**config.mk**
```make
export PLATFORM = sky130hd
export DESIGN_NAME = timer_counter_unit
export DESIGN_NICKNAME = d
export VERILOG_FILES = /design/src/rtl/timer_counter_unit_pkg.sv /design/src/rtl/timer_counter_unit_prescaler.sv /design/src/rtl/timer_counter_unit.sv
export SDC_FILE = /design/constraint.sdc
export NUM_CORES = 1
export LEC_CHECK = 0
export CAP_MARGIN = 20
export CORE_MARGIN = 10
export CORE_UTILIZATION = 26
export DETAILED_ROUTE_END_ITERATION = 16
export SYNTH_ARGS = -nofsm -noshare
export SYNTH_HDL_FRONTEND = slang
export SYNTH_SLANG_ARGS = --single-unit
export TNS_END_PERCENT = 20
```
**constraint.sdc**
```tcl
create_clock -name clk -period 8.5 [get_ports clk]
set_clock_uncertainty 0.15 [all_clocks]
set_input_delay 1.7 -clock clk [delete_from_list [all_inputs] [get_ports clk]]
set_output_delay 1.7 -clock clk [all_outputs]
set_load 0.01 [all_outputs]
```
**src/rtl/timer_counter_unit_pkg.sv**
```systemverilog
// Shared definitions for the machine timer unit: register offsets, FSM states,
// reset constants and the byte-masked merge helper.
package timer_counter_unit_pkg;

    localparam int unsigned TIMER_XLEN = 32;
    localparam int unsigned TIMER_CW   = 64;

    localparam logic [3:0] TIMER_OFF_MTIME_LO    = 4'h0;
    localparam logic [3:0] TIMER_OFF_MTIME_HI    = 4'h4;
    localparam logic [3:0] TIMER_OFF_MTIMECMP_LO = 4'h8;
    localparam logic [3:0] TIMER_OFF_MTIMECMP_HI = 4'hC;

    localparam logic [TIMER_CW-1:0] TIMER_MTIMECMP_RST = {TIMER_CW{1'b1}};

    typedef enum logic {
        TIMER_IDLE = 1'b0,
        TIMER_RESP = 1'b1
    } timer_state_e;

    // new = (old & ~M) | (wdata & M) with M the byte-expanded write mask
    function automatic logic [TIMER_XLEN-1:0] timer_apply_mask(
        input logic [TIMER_XLEN-1:0] old_val,
        input logic [TIMER_XLEN-1:0] wdata,
        input logic [3:0]            wmask
    );
        logic [TIMER_XLEN-1:0] m;
        for (int i = 0; i < 4; i++) begin
            m[8*i +: 8] = {8{wmask[i]}};
        end
        return (old_val & ~m) | (wdata & m);
    endfunction

endpackage

```
**src/rtl/timer_counter_unit_prescaler.sv**
```systemverilog
// Divides the core clock down to a 1 MHz tick; tick is high in the cycle the
// counter sits at FMAX_MHz-1 (every cycle when FMAX_MHz == 1).
module timer_prescaler #(
    parameter int unsigned FMAX_MHz = 27
) (
    input  logic clk,
    input  logic rst_n,
    output logic tick
);

    localparam int unsigned CW = (FMAX_MHz > 1) ? $clog2(FMAX_MHz) : 1;
    localparam logic [CW-1:0] LAST = CW'(FMAX_MHz - 1);

    logic [CW-1:0] cnt_q, cnt_d;
    logic          tick_q;

    always_comb begin
        cnt_d = (cnt_q == LAST) ? '0 : cnt_q + CW'(1);
    end

    // tick_q is registered against the counter value it will describe
    always_ff @(posedge clk or negedge rst_n) begin
        if (!rst_n) begin
            cnt_q  <= '0;
            tick_q <= (FMAX_MHz == 1);
        end else begin
            cnt_q  <= cnt_d;
            tick_q <= (cnt_d == LAST);
        end
    end

    assign tick = tick_q;

endmodule

```
**src/rtl/timer_counter_unit.sv**
```systemverilog
// Machine timer / cycle counter with a 32-bit memory-mapped window onto
// mtime and mtimecmp; feeds the CSR stage with counter and pending state.
module timer_counter_unit
    import timer_counter_unit_pkg::*;
#(
    parameter int unsigned FMAX_MHz  = 27,
    parameter logic [31:0] BASE_ADDR = 32'hf0000000
) (
    input  logic        clk,
    input  logic        rst_n,
    input  logic        mem_valid,
    output logic        mem_ready,
    input  logic        mem_wen,
    input  logic [31:0] mem_addr,
    input  logic [31:0] mem_wdata,
    input  logic [3:0]  mem_wmask,
    output logic        mem_resp_valid,
    output logic [31:0] mem_rdata,
    output logic [63:0] reg_cycle,
    output logic [63:0] reg_time,
    output logic [63:0] reg_mtime,
    output logic [63:0] reg_mtimecmp,
    output logic        timer_pending
);

    timer_state_e          state_q, state_d;
    logic                  ready_q, ready_d;
    logic                  resp_valid_q, resp_valid_d;
    logic [TIMER_XLEN-1:0] rdata_q, rdata_d;
    logic [TIMER_CW-1:0]   cycle_q, cycle_d;
    logic [TIMER_CW-1:0]   mtime_q, mtime_d;
    logic [TIMER_CW-1:0]   mtimecmp_q, mtimecmp_d;
    logic                  pending_q, pending_d;
    logic                  tick;
    logic                  hit;
    logic [3:0]            off;
    logic                  unused_addr_bits;

    timer_prescaler #(
        .FMAX_MHz (FMAX_MHz)
    ) u_prescaler (
        .clk   (clk),
        .rst_n (rst_n),
        .tick  (tick)
    );

    assign hit              = (mem_addr[31:4] == BASE_ADDR[31:4]);
    assign off              = {mem_addr[3:2], 2'b00};
    assign unused_addr_bits = ^mem_addr[1:0];

    // Request FSM plus register next-state; a write to a half pre-empts the tick
    always_comb begin
        state_d    = state_q;
        rdata_d    = rdata_q;
        cycle_d    = cycle_q + 64'd1;
        mtime_d    = tick ? (mtime_q + 64'd1) : mtime_q;
        mtimecmp_d = mtimecmp_q;

        unique case (state_q)
            TIMER_IDLE: begin
                if (mem_valid) begin
                    state_d = TIMER_RESP;
                    if (mem_wen) begin
                        rdata_d = '0;
                        if (hit) begin
                            unique case (off)
                                TIMER_OFF_MTIME_LO: mtime_d = {mtime_q[63:32],
                                    timer_apply_mask(mtime_q[31:0], mem_wdata, mem_wmask)};
                                TIMER_OFF_MTIME_HI: mtime_d = {
                                    timer_apply_mask(mtime_q[63:32], mem_wdata, mem_wmask),
                                    mtime_q[31:0]};
                                TIMER_OFF_MTIMECMP_LO: mtimecmp_d = {mtimecmp_q[63:32],
                                    timer_apply_mask(mtimecmp_q[31:0], mem_wdata, mem_wmask)};
                                default: mtimecmp_d = {
                                    timer_apply_mask(mtimecmp_q[63:32], mem_wdata, mem_wmask),
                                    mtimecmp_q[31:0]};
                            endcase
                        end
                    end else if (hit) begin
                        unique case (off)
                            TIMER_OFF_MTIME_LO:    rdata_d = mtime_q[31:0];
                            TIMER_OFF_MTIME_HI:    rdata_d = mtime_q[63:32];
                            TIMER_OFF_MTIMECMP_LO: rdata_d = mtimecmp_q[31:0];
                            default:               rdata_d = mtimecmp_q[63:32];
                        endcase
                    end else begin
                        rdata_d = '0;
                    end
                end
            end
            TIMER_RESP: begin
                state_d = TIMER_IDLE;
            end
            default: begin
                state_d = TIMER_IDLE;
            end
        endcase

        ready_d      = (state_d == TIMER_IDLE);
        resp_valid_d = (state_d == TIMER_RESP);
        pending_d    = (mtime_d >= mtimecmp_d);
    end

    always_ff @(posedge clk or negedge rst_n) begin
        if (!rst_n) begin
            state_q      <= TIMER_IDLE;
            ready_q      <= 1'b1;
            resp_valid_q <= 1'b0;
            rdata_q      <= '0;
            cycle_q      <= '0;
            mtime_q      <= '0;
            mtimecmp_q   <= TIMER_MTIMECMP_RST;
            pending_q    <= 1'b0;
        end else begin
            state_q      <= state_d;
            ready_q      <= ready_d;
            resp_valid_q <= resp_valid_d;
            rdata_q      <= rdata_d;
            cycle_q      <= cycle_d;
            mtime_q      <= mtime_d;
            mtimecmp_q   <= mtimecmp_d;
            pending_q    <= pending_d;
        end
    end

    assign mem_ready      = ready_q;
    assign mem_resp_valid = resp_valid_q;
    assign mem_rdata      = rdata_q;
    assign reg_cycle      = cycle_q;
    assign reg_time       = mtime_q;
    assign reg_mtime      = mtime_q;
    assign reg_mtimecmp   = mtimecmp_q;
    assign timer_pending  = pending_q;

endmodule

```
==> results.sh <==
export IMPL_status="complete, no violations"
export IMPL_boundaryPins=363
export IMPL_finalHoldViolations=0
export IMPL_cp_required_ns=8.88
export IMPL_synth_nets=1583
export IMPL_drc=0
export IMPL_holdCritPathClass="flip-flop to flip-flop"
export IMPL_max_freq_ghz=0.1527
export IMPL_grt_start_max_net_pins=170
export IMPL_drive_above_1_share_pct=14.57
export IMPL_synth_async_reset_ratio_pct=100.0
export IMPL_synth_edf_count=0
export IMPL_place_hpwl_um=44040
export IMPL_fin_nets=1881
export IMPL_ir_worst_vdd_mv=0.1202
export IMPL_path_buf_inv=1
export IMPL_finalMaxSlewViolations=0
export IMPL_grt_usage_pct=17.12
export IMPL_clock_latency_ns=0.59
export IMPL_port_buffers=360
export IMPL_dr_pass1_iters=7
export IMPL_fin_setup_tns_ns=0
export IMPL_multi_input_area_um2=7611
export IMPL_ys_warn_count=0
export IMPL_crit_slowest_cell="or4b_2"
export IMPL_die_area_um2=65160
export IMPL_yosysUniqueCellTypes=65
export IMPL_cp_start_kind="input pin"
export IMPL_regArea_um2=5912
export IMPL_rows=86
export IMPL_setup_viol=0
export IMPL_min_period_ns=6.551
export IMPL_die_w_um=255.3
export IMPL_max_stage_delay_ns=1.07
export IMPL_relSlewSlack_pct=33.16
export IMPL_numCtsBuffers=30
export IMPL_grt_pass1_vias=13030
export IMPL_initial_core_util_pct=26.17
export IMPL_path_max_fanout=37
export IMPL_cp_end_kind="flip-flop"
export IMPL_p_leak_nw=7.388
export IMPL_cts_sinks=233
export IMPL_syn_to_final_growth_pct=35.25
export IMPL_hold_buffers=0
export IMPL_final_cell_mix="clkdlybuf4s50_1 (357), dfrtp_1 (168), nand2_1 (138)"
export IMPL_grt_overflow=0
export IMPL_worst_slew_pin_slew_ns=1.003
export IMPL_wl_um=58030
export IMPL_coreArea_um2=54990
export IMPL_ys_seq_area_share_pct=41.08
export IMPL_drv_cap=0
export IMPL_rsz0062_at_grt="false"
export IMPL_synth_area_um2=14390
export IMPL_crit_arrival_ns=6.94
export IMPL_crit_type="input pin to flip-flop"
export IMPL_cpLargestDelayFamily="simple AND/OR/NAND/NOR gates"
export IMPL_routed_via_density=5.130
export IMPL_avgSynthCellArea_um2=9.979
export IMPL_cts_resized=0
export IMPL_cts_setup_buffers=0
export IMPL_ys_flop_type="dfrtp_1"
export IMPL_grt_pass1_wl_um=85460
export IMPL_die_h_um=255.3
export IMPL_fin_crit_sh_pct=77.07
export IMPL_root_buffer="clkbuf_16"
export IMPL_vias=12890
export IMPL_clk_pin_slew_ns=0.06
export IMPL_htree_num_levels=1
export IMPL_ant_nets=0
export IMPL_power_per_cell_area_nw_per_um2=132.6
export IMPL_antenna_found_initial=5
export IMPL_gp_congestion=0.9006
export IMPL_drt_iter0_drc=735
export IMPL_postSynthCellCount=1442
export IMPL_yosys_register_bits=233
export IMPL_total_power_mw=2.581
export IMPL_mostFrequentLayoutCell="clkdlybuf4s50_1"
export IMPL_ctsLongestPathBuffers=3
export IMPL_path_cells="clkdlybuf4s50_1, nor4_1, nand4_1, or4b_2, nor2_1, a21oi_1, o21ba_2, ha_1, nand4_1, nor4_1, o311ai_0, a31o_2, nand2_1"
export IMPL_cts_tree="yes"
export IMPL_wl_per_cell_um=23.09
export IMPL_n_fill_cell=5489
-- cells in the mapped netlist (all sizes together), types with 9 or more instances --
| cell type | instances | share of area [%] |
|---|---|---|
| a211oi | 12 | 0.63 |
| buf | 77 | 3.8 |
| mux2 | 64 | 5.0 |
| inv | 50 | 1.3 |
| o22ai | 13 | 0.57 |
| o21a | 10 | 0.52 |
| nand2b | 9 | 0.39 |
| nand3 | 66 | 2.3 |
| xnor2 | 54 | 3.3 |
| and4 | 14 | 0.85 |
| nor3 | 22 | 0.77 |
| clkbuf | 38 | 0.99 |
| mux4 | 32 | 5.0 |
| mux2i | 65 | 4.5 |
| and3 | 21 | 0.91 |
| dfstp | 65 | 12 |
| a211o | 9 | 0.55 |
| nand2 | 138 | 3.6 |
| nor2 | 101 | 2.6 |
| nor4 | 24 | 1.1 |
| ha | 69 | 6.0 |
| o21ai | 73 | 2.5 |
| xor2 | 9 | 0.55 |
| dfrtp | 168 | 29 |
| a311oi | 9 | 0.55 |
| a21oi | 77 | 2.7 |
| nand4 | 58 | 2.5 |
-- routing by layer --
| layer | wire length, um | global-route usage (%) | vias up |
|---|---|---|---|
| met5 | 53 | 0 | - |
| met4 | 1273 | 4.114 | 8 |
| met3 | 5307 | 5.320 | 83 |
| met2 | 27900 | 28.97 | 488 |
| met1 | 23500 | 20.83 | 6429 |
| li1 | - | - | 5883 |
-- worst paths after layout --
check | startpoint | end | slack, ns | cells past startpoint
min in group asynchronous | rst_n | reg_cycle[0] | 0.89 | 1
worst max-delay path | mem_addr[10] | timer_pending | 1.95 | 13
worst max register to register | reg_mtime[4] | timer_pending | 3.18 | 12
worst min register to register | reg_cycle[63] | reg_cycle[63] | 0.33 | 1
worst min-delay path | reg_cycle[63] | reg_cycle[63] | 0.33 | 1
max in group asynchronous | rst_n | mem_rdata[19] | 5.91 | 2
-- report_power, final --
part / total [mW] / switching, mW / internal (mW)
logic: 0.115 / 0.0683 / 0.0462
registers: 1.11 / 0.000333 / 1.11
clock network: 1.35 / 0.544 / 0.810
total: 2.58 / 0.613 / 1.97
-- logic make-up after synthesis --
kind of cell             synth area share, %
XOR/XNOR                               3.834
AND/OR/NAND/NOR                        16.85
flip-flops                             41.08
multiplexers                           14.56
buffers and inverters                  6.069
adder cells (fa/ha/maj)                5.999
AO/OA/AOI/OAI                          11.60
-- stage by stage --
stage | utilization (%) | hold WS [ns] | area (um^2) | setup slack (ns) | std cells
5_1_grt | 35.39 | 0.3517 | 19460 | 1.680 | 2512
3_5_place_dp | 33.49 | 0.3202 | 18420 | 1.396 | 2456
2_1_floorplan | - | 0.3282 | 14390 | 3.136 | 1442
3_3_place_gp | 33.49 | 0.3154 | 18420 | 1.530 | 2456
4_1_cts | 35.39 | 0.3318 | 19460 | 2.023 | 2512
6_report | 35.40 | 0.3251 | 19460 | 1.949 | 2513
-- flip-flops by register name, indices dropped and copies added, names as in the netlist --
| signal | flops |
|---|---|
| reg_cycle | 64 |
| reg_mtime | 64 |
| reg_mtimecmp | 64 |
| mem_rdata | 32 |
| u_prescaler.cnt_q | 5 |
| mem_ready | 1 |
| mem_resp_valid | 1 |
| timer_pending | 1 |
| u_prescaler.tick | 1 |
-- cell type report --
class / instances / area share, %
Antenna cell: 1 / 0.01286
Clock buffer: 41 / 4.275
Clock inverter: 15 / 1.093
Inverter: 50 / 0.9643
Multi-Input combinational cell: 1044 / 39.11
Sequential cell: 233 / 30.38
Tap cell: 748 / 4.809
Timing Repair Buffer: 381 / 19.36
-- worst reg2reg max path, delay by kind of cell (launching register included) --
kind / cells / cell delay (ns)
compound gates: 5 / 1.46
fa+ha+maj: 1 / 0.22
flops: 1 / 0.59
simple gates: 6 / 2.86
(Power assumes the default switching activity.)
